**config.mk**
```make
export PLATFORM = sky130hd
export DESIGN_NAME = adder_share_seq_flat
export DESIGN_NICKNAME = d
export VERILOG_FILES = /design/src/rtl/adder_share_seq_if.sv /design/src/rtl/adder_share_seq.sv /design/src/flat_wrapper.sv
export SDC_FILE = /design/constraint.sdc
export NUM_CORES = 1
export LEC_CHECK = 0
export BUFFER_PORTS_ARGS = -buffer_cell sky130_fd_sc_hd__clkbuf_2
export CAP_MARGIN = 20
export CORE_MARGIN = 8
export CORE_UTILIZATION = 56
export DETAILED_ROUTE_END_ITERATION = 12
export PLACE_DENSITY = 0.92
export RECOVER_POWER = 50
export SETUP_SLACK_MARGIN = 0.2
export SYNTH_ARGS = -nofsm -noshare
export SYNTH_HDL_FRONTEND = slang
export SYNTH_SLANG_ARGS = --single-unit
```
**constraint.sdc**
```tcl
create_clock -name Clock -period 6.7 [get_ports Clock]
set_input_delay 1.005 -clock Clock [delete_from_list [all_inputs] [get_ports Clock]]
set_output_delay 1.005 -clock Clock [all_outputs]
set_load 0.03 [all_outputs]
```
**src/rtl/adder_share_seq_if.sv**
```systemverilog
// Request/operand/result bundle between two add requesters and the shared-adder scheduler.
// Handshake: reqN is held with AN/BN stable until grantN pulses; S/overflow/done_id are meaningful only while done is high.
interface adder_share_seq_if #(
    parameter int W = 16
);
    logic         req0;
    logic [W-1:0] A0;
    logic [W-1:0] B0;
    logic         req1;
    logic [W-1:0] A1;
    logic [W-1:0] B1;
    logic         grant0;
    logic         grant1;
    logic         busy;
    logic         done;
    logic         done_id;
    logic [W:0]   S;
    logic         overflow;
    logic [1:0]   state_dbg;

    modport master (
        output req0, A0, B0, req1, A1, B1,
        input  grant0, grant1, busy, done, done_id, S, overflow, state_dbg
    );

    modport slave (
        input  req0, A0, B0, req1, A1, B1,
        output grant0, grant1, busy, done, done_id, S, overflow, state_dbg
    );
endinterface

```
**src/rtl/adder_share_seq.sv**
```systemverilog
// Round-robin scheduler sharing one K-bit adder slice between two requesters;
// each W-bit add is rippled over W/K cycles with the carry held in a flop.
module adder_share_seq #(
    parameter int W = 16,
    parameter int K = 4
) (
    input  logic              Clock,
    input  logic              Resetn,
    adder_share_seq_if.slave  bus
);
    localparam int NSLICE = W / K;
    localparam int IW = (NSLICE > 1) ? $clog2(NSLICE) : 1;
    localparam logic [IW-1:0] LAST_IDX = IW'(NSLICE - 1);

    typedef enum logic [1:0] {
        IDLE = 2'd0,
        RUN  = 2'd1,
        DONE = 2'd2
    } state_t;

    state_t        state_q, state_d;
    logic [W-1:0]  a_q, a_d;
    logic [W-1:0]  b_q, b_d;
    logic [W:0]    s_q, s_d;
    logic          carry_q, carry_d;
    logic [IW-1:0] idx_q, idx_d;
    logic          last_q, last_d;
    logic          owner_q, owner_d;
    logic          done_id_q, done_id_d;
    logic          ovf_q, ovf_d;
    logic          grant0_q, grant0_d;
    logic          grant1_q, grant1_d;

    logic [31:0]   base;
    logic [W-1:0]  a_shift;
    logic [W-1:0]  b_shift;
    logic [K-1:0]  a_sl;
    logic [K-1:0]  b_sl;
    logic [K:0]    sum_w;
    logic          win;

    always_comb begin
        base    = 32'(idx_q) * 32'(K);
        a_shift = a_q >> base;
        b_shift = b_q >> base;
        a_sl    = a_shift[K-1:0];
        b_sl    = b_shift[K-1:0];
        sum_w   = {1'b0, a_sl} + {1'b0, b_sl} + {{K{1'b0}}, carry_q};
    end

    always_comb begin
        state_d   = state_q;
        a_d       = a_q;
        b_d       = b_q;
        s_d       = s_q;
        carry_d   = carry_q;
        idx_d     = idx_q;
        last_d    = last_q;
        owner_d   = owner_q;
        done_id_d = done_id_q;
        ovf_d     = ovf_q;
        grant0_d  = 1'b0;
        grant1_d  = 1'b0;
        win       = 1'b0;

        case (state_q)
            IDLE: begin
                if (bus.req0 || bus.req1) begin
                    // On a tie the requester not served last time wins.
                    win      = (bus.req0 && bus.req1) ? ~last_q : bus.req1;
                    a_d      = win ? bus.A1 : bus.A0;
                    b_d      = win ? bus.B1 : bus.B0;
                    owner_d  = win;
                    last_d   = win;
                    carry_d  = 1'b0;
                    idx_d    = '0;
                    grant0_d = ~win;
                    grant1_d = win;
                    state_d  = RUN;
                end
            end
            RUN: begin
                s_d[base +: K] = sum_w[K-1:0];
                carry_d        = sum_w[K];
                idx_d          = idx_q + IW'(1);
                if (idx_q == LAST_IDX) begin
                    // Carry into the sign bit is recovered from the top bit's inputs and sum.
                    s_d[W]    = sum_w[K];
                    ovf_d     = a_sl[K-1] ^ b_sl[K-1] ^ sum_w[K-1] ^ sum_w[K];
                    done_id_d = owner_q;
                    state_d   = DONE;
                end
            end
            DONE: begin
                state_d = IDLE;
            end
            default: begin
                state_d = IDLE;
            end
        endcase
    end

    always_ff @(posedge Clock) begin
        if (!Resetn) begin
            state_q   <= IDLE;
            a_q       <= '0;
            b_q       <= '0;
            s_q       <= '0;
            carry_q   <= 1'b0;
            idx_q     <= '0;
            last_q    <= 1'b1;
            owner_q   <= 1'b0;
            done_id_q <= 1'b0;
            ovf_q     <= 1'b0;
            grant0_q  <= 1'b0;
            grant1_q  <= 1'b0;
        end else begin
            state_q   <= state_d;
            a_q       <= a_d;
            b_q       <= b_d;
            s_q       <= s_d;
            carry_q   <= carry_d;
            idx_q     <= idx_d;
            last_q    <= last_d;
            owner_q   <= owner_d;
            done_id_q <= done_id_d;
            ovf_q     <= ovf_d;
            grant0_q  <= grant0_d;
            grant1_q  <= grant1_d;
        end
    end

    assign bus.grant0    = grant0_q;
    assign bus.grant1    = grant1_q;
    assign bus.busy      = (state_q == RUN) || (state_q == DONE);
    assign bus.done      = (state_q == DONE);
    assign bus.done_id   = done_id_q;
    assign bus.S         = s_q;
    assign bus.overflow  = ovf_q;
    assign bus.state_dbg = state_q;
endmodule

```
**src/flat_wrapper.sv**
```systemverilog
// flat-port wrapper written by rule: the top's interface ports become plain ports
module adder_share_seq_flat 
#(
    parameter int W = 16,
    parameter int K = 4
)
  (Clock, Resetn, bus_req0, bus_A0, bus_B0, bus_req1, bus_A1, bus_B1, bus_grant0, bus_grant1, bus_busy, bus_done, bus_done_id, bus_S, bus_overflow, bus_state_dbg);
  adder_share_seq_if #(.W(W)) bus_i ();
  input  logic Clock;
  input  logic Resetn;
  input wire logic [$bits(bus_i.req0)-1:0] bus_req0;
  input wire logic [$bits(bus_i.A0)-1:0] bus_A0;
  input wire logic [$bits(bus_i.B0)-1:0] bus_B0;
  input wire logic [$bits(bus_i.req1)-1:0] bus_req1;
  input wire logic [$bits(bus_i.A1)-1:0] bus_A1;
  input wire logic [$bits(bus_i.B1)-1:0] bus_B1;
  output wire logic [$bits(bus_i.grant0)-1:0] bus_grant0;
  output wire logic [$bits(bus_i.grant1)-1:0] bus_grant1;
  output wire logic [$bits(bus_i.busy)-1:0] bus_busy;
  output wire logic [$bits(bus_i.done)-1:0] bus_done;
  output wire logic [$bits(bus_i.done_id)-1:0] bus_done_id;
  output wire logic [$bits(bus_i.S)-1:0] bus_S;
  output wire logic [$bits(bus_i.overflow)-1:0] bus_overflow;
  output wire logic [$bits(bus_i.state_dbg)-1:0] bus_state_dbg;
  assign bus_i.req0 = bus_req0;
  assign bus_i.A0 = bus_A0;
  assign bus_i.B0 = bus_B0;
  assign bus_i.req1 = bus_req1;
  assign bus_i.A1 = bus_A1;
  assign bus_i.B1 = bus_B1;
  assign bus_grant0 = bus_i.grant0;
  assign bus_grant1 = bus_i.grant1;
  assign bus_busy = bus_i.busy;
  assign bus_done = bus_i.done;
  assign bus_done_id = bus_i.done_id;
  assign bus_S = bus_i.S;
  assign bus_overflow = bus_i.overflow;
  assign bus_state_dbg = bus_i.state_dbg;
  adder_share_seq #(.W(W), .K(K)) u_core (.Clock(Clock), .Resetn(Resetn), .bus(bus_i));
endmodule
```
Word level (Yosys, flattened, before mapping)

Index checks and enable logic that the tools add are counted.

Register bits after elaboration: 60
Input bits: 68
Output and inout port bits: 25
Logic and storage cells: 52

$add $sub $neg: 4
Equality and inequality tests: 5
Shift-type cells: 4
Mux-type cells: 12
Bitwise logic cells: 5
Reductions and logical operators: 10

Operator list:

| cell                                                  | number |
|---|---|
| negation 4 -> 34 bit                                  | 1 |
| variable shift 4 x 34 -> 17 bit, first input constant | 1 |
| indexed part select 4 x 34 -> 17 bit                  | 1 |
| 2-to-1 mux 16 bit                                     | 2 |
| right shift 16 x 4 -> 4 bit                           | 2 |
| bitwise mux 17 bit                                    | 1 |
| one-hot mux 2 bit (2 select lines)                    | 2 |
| AND reduction 2 bit                                   | 4 |
| 2-to-1 mux 2 bit                                      | 3 |
| adder 4 x 4 -> 5 bit                                  | 1 |
| adder 5 x 1 -> 5 bit                                  | 1 |
| equality test 2 bit, second input constant            | 2 |
| != test 2 x 1 -> 1 bit, second input constant         | 2 |
| 2-to-1 mux 1 bit                                      | 3 |
| AND reduction 3 bit                                   | 1 |
| bitwise XOR 1 bit                                     | 3 |
| adder 2 x 1 -> 2 bit, second input constant           | 1 |
| equality test 2 x 1 -> 1 bit, second input constant   | 1 |
| zero test 2 bit                                       | 1 |
| logical OR 1 bit                                      | 2 |
| NOT 1 bit                                             | 2 |
| one-hot mux 1 bit (2 select lines)                    | 1 |
| nonzero test 2 bit                                    | 1 |
| logical AND 1 bit                                     | 1 |

Longest topological paths before layout

Gate-level depths: netlist of the first run.

Depth after elaboration: 6
Depth in mapped cells: 8
Depth with buffers taken out: 7

Worst setup path after synthesis of the first run

OpenSTA, ideal clock, no wires.

Kind: reg-to-reg
Start: register u_core.idx_q[0]
End: register u_core.s_q[14] (netlist: u_core.bus.S[14])
Setup time: 0.076 ns
Arrival: 2.553 ns
Required time: 6.624 ns
Path slack: 4.071 ns
Cell stages (with the launch flop): 8
Buffers on the path: 1
Clock period less this slack: 2.629 ns
Path through: dfxtp_1 -> buf_4 -> mux4_2 -> fa_1 -> fa_1 -> xor2_1 -> nand3_1 -> a21boi_0

Longest elaborated chain between the ends: 5
Elaborated cells between the ends (all ways): 8
Classes of those cells: 3 x add/sub; 4 x shift; 1 x mux

RTL lines:

| item                                           | line                                         | RTL |
|---|---|---|
| start, declared                                | adder_share_seq.sv:26                        | `logic [IW-1:0] idx_q, idx_d;` |
| start signal, assigned                         | adder_share_seq.sv:123                       | `idx_q <= idx_d;` |
| right shift 16 x 4 -> 4 bit (on tied branches) | adder_share_seq.sv:44, adder_share_seq.sv:45 |  |
| adder 4 x 4 -> 5 bit                           | adder_share_seq.sv:48                        | `sum_w = {1'b0, a_sl} + {1'b0, b_sl} + {{K{1'b0}}, carry_q};` |
| adder 5 x 1 -> 5 bit                           | adder_share_seq.sv:48                        |  |
| indexed part select 4 x 34 -> 17 bit           | adder_share_seq.sv:83                        | `s_d[base +: K] = sum_w[K-1:0];` |
| bitwise mux 17 bit (*)                         | adder_share_seq.sv:83                        |  |
| end signal, assigned                           | adder_share_seq.sv:108                       | `s_q <= '0;` |
| end signal, assigned                           | adder_share_seq.sv:121                       | `s_q <= s_d;` |
| end, declared                                  | adder_share_seq.sv:24                        | `logic [W:0] s_q, s_d;` |

Mark *: on every way between the ends. The rest lies on a longest branch, timed or not.
A chain may end at the register's enable or synchronous reset.

Worst setup path in the final report of the first run

Start: input bus_req1
End: register u_core.a_q[1]

Longest elaborated chain between the ends: 3
Elaborated cells between the ends (all ways): 5
Classes of those cells: 2 x mux; 3 x reduce/logical

RTL lines:

| item                 | line                   | RTL |
|---|---|---|
| start, declared      | flat_wrapper.sv:14     | `input wire logic [$bits(bus_i.req1)-1:0] bus_req1;` |
| logical AND 1 bit    | adder_share_seq.sv:70  | `win = (bus.req0 && bus.req1) ? ~last_q : bus.req1;` |
| 2-to-1 mux 1 bit     | adder_share_seq.sv:70  |  |
| 2-to-1 mux 16 bit    | adder_share_seq.sv:71  | `a_d = win ? bus.A1 : bus.A0;` |
| end signal, assigned | adder_share_seq.sv:106 | `a_q <= '0;` |
| end signal, assigned | adder_share_seq.sv:119 | `a_q <= a_d;` |
| end, declared        | adder_share_seq.sv:22  | `logic [W-1:0] a_q, a_d;` |

Several ways; a longest one is shown, not always the timed one.

==> metrics.md, run 1 <==
| Metric | Value |
|---|---|
| First-pass GRT wire length | `around 12000 um` |
| Most frequent cells in the layout | `clkbuf_2, dfxtp_1, nand2_1` |
| Post-CTS Setup Bufs | `0` |
| FILL cells | `about 440` |
| Commonest non-fill, non-tap cell in the layout | `clkbuf_2` |
| DRT antenna net count | `0` |
| DR vias | `2515` |
| PwrDens | `approximately 270 nW/um^2` |
| CTS Hold Bufs | `0` |
| Synth Instances | `302` |
| Initial drt markers | `approximately 130` |
| IO Count | `93` |
| Critical path buffer and inverter count | `2` |
| Max-slew violations | `93` |
| Syn_nets | `between 300 and 400` |
| TritonCTS clock tree | `yes` |
| Synthesized area | `roughly 3200 um^2` |
| Synth area leader | `dfxtp_1` |
| Clk_lat worst skew | `0.34 ns` |
| Root Driver | `clkbuf_8` |
| Most frequent CP cell | `clkbuf_1` |
| Pleak | `between 1.5 and 2 nW` |
| Layout Nets | `470` |
| Reg-to-Reg End | `u_core.a_q[1]` |
| # resized after CTS | `0` |
| Dominant cells by area after synthesis | `dfxtp_1, mux2i_1, o211a_1` |
| Overflow after GRT | `0` |
| Total wire length | `about 7000 um` |
| Hold_sp | `u_core.bus.S[11]` |
| Clock sinks | `60` |
| Avg Inst Size Synth | `about 10 um^2` |
| #FFs+latches synth | `60` |
| Crit Reg-Reg Startpoint | `u_core.last_q` |
| Largest net degree at the start of global routing | `67` |
| R2R Setup Slk | `between 3 and 4 ns` |
| CP arrival | `4.26 ns` |
| FMAX | `248 MHz` |
| CP Class | `input port to flip-flop` |
| Final hold vios | `0` |
| Input/output buffers | `92` |
| Layout cells sized above 1 | `around 26%` |
| Run status | `finished with violations` |
| Die area | `8290 um^2` |
| Register area share after synthesis | `a little under two fifths` |
| Vias per Instance | `approximately 5.4` |
| Pwr Total | `roughly 1.0 mW` |
| Clock Path Buffers | `2` |
| RSZ-0062 raised after global routing | `false` |
| DR WL/cell | `15.4 um` |
| Drc violations | `0` |
| Worst setup SP type | `input port` |
| Clk slew on worst S/H paths | `0.06 ns` |
| DRT Pass-1 Iters | `5` |
| Worst-path fanout max | `27` |
| H-Tree Depth | `3` |
| Core ar. | `roughly 5500 um^2` |
| Critical path's top delay family | `buffers and inverters` |
| Slew margin rel. | `-59.0%` |
| Initial cell density of the core | `between 50% and 60%` |
| Max incr delay on CP | `1.30 ns` |
| Failing checks | `capacitance limit, slew limit` |
| Total Neg Setup Slack | `0 ns` |
| Chip height | `around 90 um` |
| Critical-path top delay cell | `clkbuf_1` |
| CP Launch Point | `bus_req1` |
| Final setup violation count | `0` |
| Worst EP required | `6.92 ns` |
| Area grow syn2layout | `20.5%` |
| FF-to-FF path depth | `5` |
| Netlist cell types | `37` |
| Cells along the critical path | `clkbuf_1, a21boi_0, clkbuf_1, mux2i_1, nand2_1, o211a_1` |
| Vias in the first global route | `2696` |
| Max IR drop VDD | `0.162 mV` |
| Die Wd | `about 90 um` |
| Antenna violations before repair | `0` |
| Endpoint type of the worst setup path | `flip-flop` |
| Max Clock Skew | `0.00495 ns` |
| Worst Hold End | `u_core.bus.S[11]` |
| Worst-Margin Slew | `2.38 ns` |
| Gpl congestion | `about 0.87` |
| Top cell type's share of synthesized area | `38.1%` |
| Hold/Removal Path Class | `flip-flop to flip-flop` |
| Ant. Diodes | `0` |
| Tcrit/Tclk final | `approximately 60%` |
| Num CTS Buffers | `9` |
| Gr usage total | `about 17%` |
| Min Clock Period, post-route | `~4 ns` |
| Ys Warns | `0` |
| Worst hold stages | `2` |
| Cell Rows | `27` |
| DP Wirelength | `5290 um` |
| Max cap viols | `3` |
==> cells in the mapped netlist <==
| cell type | instances |
|---|---|
| nand3_1 | 8 |
| a21oi_1 | 7 |
| nor4b_4 | 3 |
| a21boi_1 | 1 |
| and2_1 | 2 |
| ha_1 | 13 |
| dfxtp_1 | 60 |
| a21boi_2 | 1 |
| a21o_1 | 1 |
| mux2i_1 | 34 |
| and3_1 | 2 |
| nand2_1 | 45 |
| inv_1 | 4 |
| nor3b_1 | 1 |
| nand2_2 | 2 |
| o41ai_1 | 1 |
| nor2b_1 | 16 |
| o211a_1 | 32 |
| buf_2 | 7 |
| buf_6 | 1 |
| o21a_1 | 2 |
| buf_4 | 3 |
| xor2_1 | 3 |
| buf_12 | 3 |
| o21ai_1 | 4 |
| a22oi_1 | 11 |
| nor4_1 | 1 |
| a32oi_1 | 1 |
| inv_2 | 1 |
| mux4_2 | 8 |
| or3b_1 | 1 |
| nor2_1 | 6 |
| o21ai_0 | 6 |
| clkbuf_1 | 7 |
| fa_1 | 2 |
| a21boi_0 | 1 |
| nor3b_2 | 1 |
==> kinds of logic after synthesis <==
family                     after synthesis  synth area share, %
adders and majority gates               15                 6.43
DFF                                     60                 38.1
xor gates and xnor gates                 3                0.833
buffers and inverters                   26                 5.51
AOI/OAI and AO/OA                       68                 17.6
and+or+nand+nor                         88                 15.1
muxes                                   42                 16.5
==> tightest hold or removal path, cell delays in order, from the launching register on <==
cell	delay, ns
dfxtp_1	0.31
nand3_1	0.06
o21ai_1	0.05
==> worst max-delay path by stage <==
stage                     cells past startpoint  slack, ns               end
after floorplan                               7       4.07  u_core.bus.S[14]
after global placement                        6       3.75  u_core.bus.S[14]
after detailed placement                      6       3.68  u_core.bus.S[14]
after CTS                                     6       3.66  u_core.bus.S[14]
after global routing                          6       2.37     u_core.a_q[0]
final                                         6       2.66     u_core.a_q[1]
==> state kept, by name, indices dropped and copies added (netlist names) <==
name / flops
u_core.bus.state_dbg: 2
u_core.bus.done_id: 1
u_core.bus.overflow: 1
u_core.carry_q: 1
u_core.a_q: 16
u_core.b_q: 16
u_core.bus.S: 17
u_core.idx_q: 2
u_core.bus.grant0: 1
u_core.last_q: 1
u_core.owner_q: 1
u_core.bus.grant1: 1
==> where the power goes <==
group	switching [mW]	total [mW]	internal [mW]
clock network	0.138	0.425	0.288
registers	0.0220	0.409	0.387
logic	0.110	0.201	0.0909
==> stage by stage <==
stage / worst slack [ns] / cells / utilization [%] / instance area [um^2] / hold WS, ns
final: 2.66 / 464 / 69.4 / 3800 / 0.464
after global routing: 2.37 / 464 / 69.4 / 3800 / 0.489
after CTS: 3.66 / 464 / 70.3 / 3850 / 0.468
after detailed placement: 3.68 / 448 / 65.4 / 3580 / 0.459
after global placement: 3.75 / 448 / 65.4 / 3580 / 0.447
after floorplan: 4.07 / 302 / - / 3150 / 0.467
==> metal layers <==
| metal | GRT usage [%] | routed length, um | vias to the layer above | part of all wire (%) |
|---|---|---|---|---|
| met2 | 28.2 | 3380 | 96 | 47 |
| li1 | - | - | 1261 | - |
| met1 | 20.7 | 3150 | 1149 | 44 |
| met5 | 0 | 0 | - | 0 |
| met3 | 6.01 | 493 | 9 | 6.9 |
| met4 | 6.28 | 118 | 0 | 1.7 |
==> cell type report <==
cell class	count	area [um^2]	share of cell area [%]
clock buffers	13	179	4.71
inverters	5	18.8	0.494
repair buffers	95	444	11.7
well taps	72	90.1	2.37
clock inverters	3	90.1	2.37
flip-flops and latches	60	1200	31.6
multi-input cells	216	1780	46.8
Note: power is estimated with default switching activity, not from simulation.
==> inputs of run 2 (changes only) <==
--- a/config.mk
+++ b/config.mk
@@ -8,9 +8,9 @@
 export BUFFER_PORTS_ARGS = -buffer_cell sky130_fd_sc_hd__clkbuf_2
 export CAP_MARGIN = 20
 export CORE_MARGIN = 8
-export CORE_UTILIZATION = 56
+export CORE_UTILIZATION = 47
 export DETAILED_ROUTE_END_ITERATION = 12
-export PLACE_DENSITY = 0.92
+export PLACE_DENSITY = 0.83
 export RECOVER_POWER = 50
 export SETUP_SLACK_MARGIN = 0.2
 export SYNTH_ARGS = -nofsm -noshare
==> constraint.sdc (replaced) <==
create_clock -name Clock -period 3.4 [get_ports Clock]
set_input_delay 0.51 -clock Clock [delete_from_list [all_inputs] [get_ports Clock]]
set_output_delay 0.51 -clock Clock [all_outputs]
set_load 0.03 [all_outputs]
==> run 2 against run 1 <==
The flow now finishes without violations. Utilization is 12 points lower. Worst setup slack got worse by 1.9 ns. Cell count grew 2.2%. Clock skew increased by 0.0012 ns. Global-route usage decreased by 1.2 points. Sequential power rose by 97%. Die area up 16%. Critical path type is now flip-flop to flip-flop.
==> metrics.md, run 2 (synthesis gave the netlist of run 1 again) <==
| Metric | Value |
|---|---|
| Drc violations | `0 (unchanged)` |
| Max reg flops | `17 (unchanged)` |
| Final hold vios | `0 (unchanged)` |
| CTS Hold Bufs | `0 (unchanged)` |
| DRT Pass-1 Iters | `4 (-1)` |
| Post-CTS Setup Bufs | `0 (unchanged)` |
| Commonest non-fill, non-tap cell in the layout | `clkbuf_2` |
| DP Wirelength | `5630 um (+6.4%)` |
| Cell Rows | `30 (+11%)` |
| Pwr Total | `1.86 mW (+80%)` |
| Most frequent CP cell | `fa_1` |
| Num CTS Buffers | `9 (unchanged)` |
| Max IR drop VDD | `0.247 mV (+53%)` |
| Tcrit/Tclk final | `~79%` |
| Ant. Diodes | `0 (unchanged)` |
| DRT antenna net count | `0 (unchanged)` |
| Layout Nets | `472 (+0.43%)` |
| Die area | `9590 um^2 (+16%)` |
| PwrDens | `489 nW/um^2 (+79%)` |
| Worst EP required | `3.67 ns (-3.25 ns)` |
| RSZ-0062 raised after global routing | `false` |
| Antenna violations before repair | `0 (unchanged)` |
| Slew margin rel. | `23.9% (+83 points)` |
| Vias in the first global route | `2714 (+0.67%)` |
| Pleak | `1.86 nW (about the same)` |
| Worst-Margin Slew | `1.14 ns (-1.24 ns)` |
| Total wire length | `7370 um (+3.2%)` |
| Total Neg Setup Slack | `0 ns (unchanged)` |
| Max incr delay on CP | `0.57 ns (-0.73 ns)` |
| Initial cell density of the core | `47.5% (-10 points)` |
| Util after Layout | `57.3% (-12 points)` |
| Critical-path top delay cell | `dfxtp_1` |
| # resized after CTS | `0 (unchanged)` |
| Clk_lat worst skew | `0.35 ns (about the same)` |
| Die Wd | `97.9 um (+7.5%)` |
| Max Clock Skew | `0.00613 ns (+0.00117 ns)` |
| Worst-path fanout max | `9 (-67%)` |
| Area grow syn2layout | `20.7%` |
| Endpoint type of the worst setup path | `flip-flop` |
| Clk slew on worst S/H paths | `0.07 ns (about the same)` |
| Hold/Removal Path Class | `flip-flop to flip-flop` |
| Max-slew violations | `0 (-100%)` |
| Multi-input logic area | `1790 um^2 (+0.63%)` |
| Register area | `1200 um^2 (unchanged)` |
| Worst setup SP type | `flip-flop` |
| Layout cells sized above 1 | `26.4% (+0.89 points)` |
| Clock Path Buffers | `2 (unchanged)` |
| H-Tree Depth | `3 (unchanged)` |
| Chip height | `97.9 um (+7.5%)` |
| FILL cells | `574 (+31%)` |
| Min Clock Period, post-route | `roughly 2.7 ns` |
| Largest net degree at the start of global routing | `67 (unchanged)` |
| Initial drt markers | `104 (-18%)` |
| CP Class | `flip-flop to flip-flop` |
| TritonCTS clock tree | `yes` |
| DR WL/cell | `15.5 um (+1.0%)` |
| Core ar. | `6640 um^2 (+21%)` |
| Run status | `complete, no violations` |
| Cells along the critical path | `mux4_2, fa_1, fa_1, xor2_1, nand3_1, a21boi_0` |
| Clock sinks | `60 (unchanged)` |
| Final setup violation count | `0 (unchanged)` |
| Vias per Instance | `5.32 (-1.9%)` |
| FMAX | `~370 MHz` |
| DR vias | `2520 (+0.20%)` |
| Input/output buffers | `92 (unchanged)` |
| Gpl congestion | `0.883 (+1.1%)` |
| Gr usage total | `16.2% (-1.2 points)` |
| IO Count | `93 (unchanged)` |
| Layout Cells excl Fill | `474 (+2.2%)` |
| Max cap viols | `0 (-3)` |
| Root Driver | `clkbuf_8` |
| Overflow after GRT | `0 (unchanged)` |
| CP arrival | `2.95 ns (-1.31 ns)` |
| Placed cell count | `457 (+2.0%)` |
| First-pass GRT wire length | `12700 um (+5.7%)` |
| Most frequent cells in the layout | `clkbuf_2, dfxtp_1, nand2_1` |
[run 2: stage by stage]
step,area [um^2],hold slack (ns),setup WS (ns)
3_5_place_dp,3610,0.463,0.732
4_1_cts,3810,0.471,0.717
6_report,3810,0.466,0.721
5_1_grt,3810,0.487,0.554
2_1_floorplan,3150,0.467,0.771
3_3_place_gp,3610,0.451,0.820
[run 2: worst paths after layout]
check                                     start          endpoint  slack [ns]  cells after the start
worst min register to register  u_core.bus.S[3]   u_core.bus.S[3]        0.47                      2
worst max register to register  u_core.idx_q[0]  u_core.bus.S[14]        0.72                      6
worst min-delay path            u_core.bus.S[3]   u_core.bus.S[3]        0.47                      2
worst max-delay path            u_core.idx_q[0]  u_core.bus.S[14]        0.72                      6
[run 2: metal layers]
layer,vias up,share of wire [%],GRT usage [%]
li1,1270,-,-
met1,1157,46,19.6
met2,78,48,26.2
met3,15,4.3,3.49
met4,0,2.2,8.51
met5,-,0,0
[run 2: power by group]
part	total, mW	switching, mW	internal (mW)
Combinational	0.407	0.224	0.183
Sequential	0.804	0.0405	0.763
Clock	0.650	0.274	0.376
Total	1.86	0.539	1.32
[run 2: area by class of cell]
type | count | area share (%)
Timing Repair Buffer | 97 | 13.0
Sequential cell | 60 | 31.5
Multi-Input combinational cell | 216 | 47.0
Inverter | 5 | 0.493
Tap cell | 80 | 2.63
Clock inverter | 4 | 1.25
Clock buffer | 12 | 4.07
[run 2: worst max-delay path: cells and delay by family (launching register included)]
family                   cells  cell delay [ns]
AND/OR/NAND/NOR              1             0.12
adder cells (fa/ha/maj)      2             0.85
XOR/XNOR                     1             0.31
AO/OA/AOI/OAI                1             0.17
multiplexers                 1             0.57
flip-flops                   1             0.57
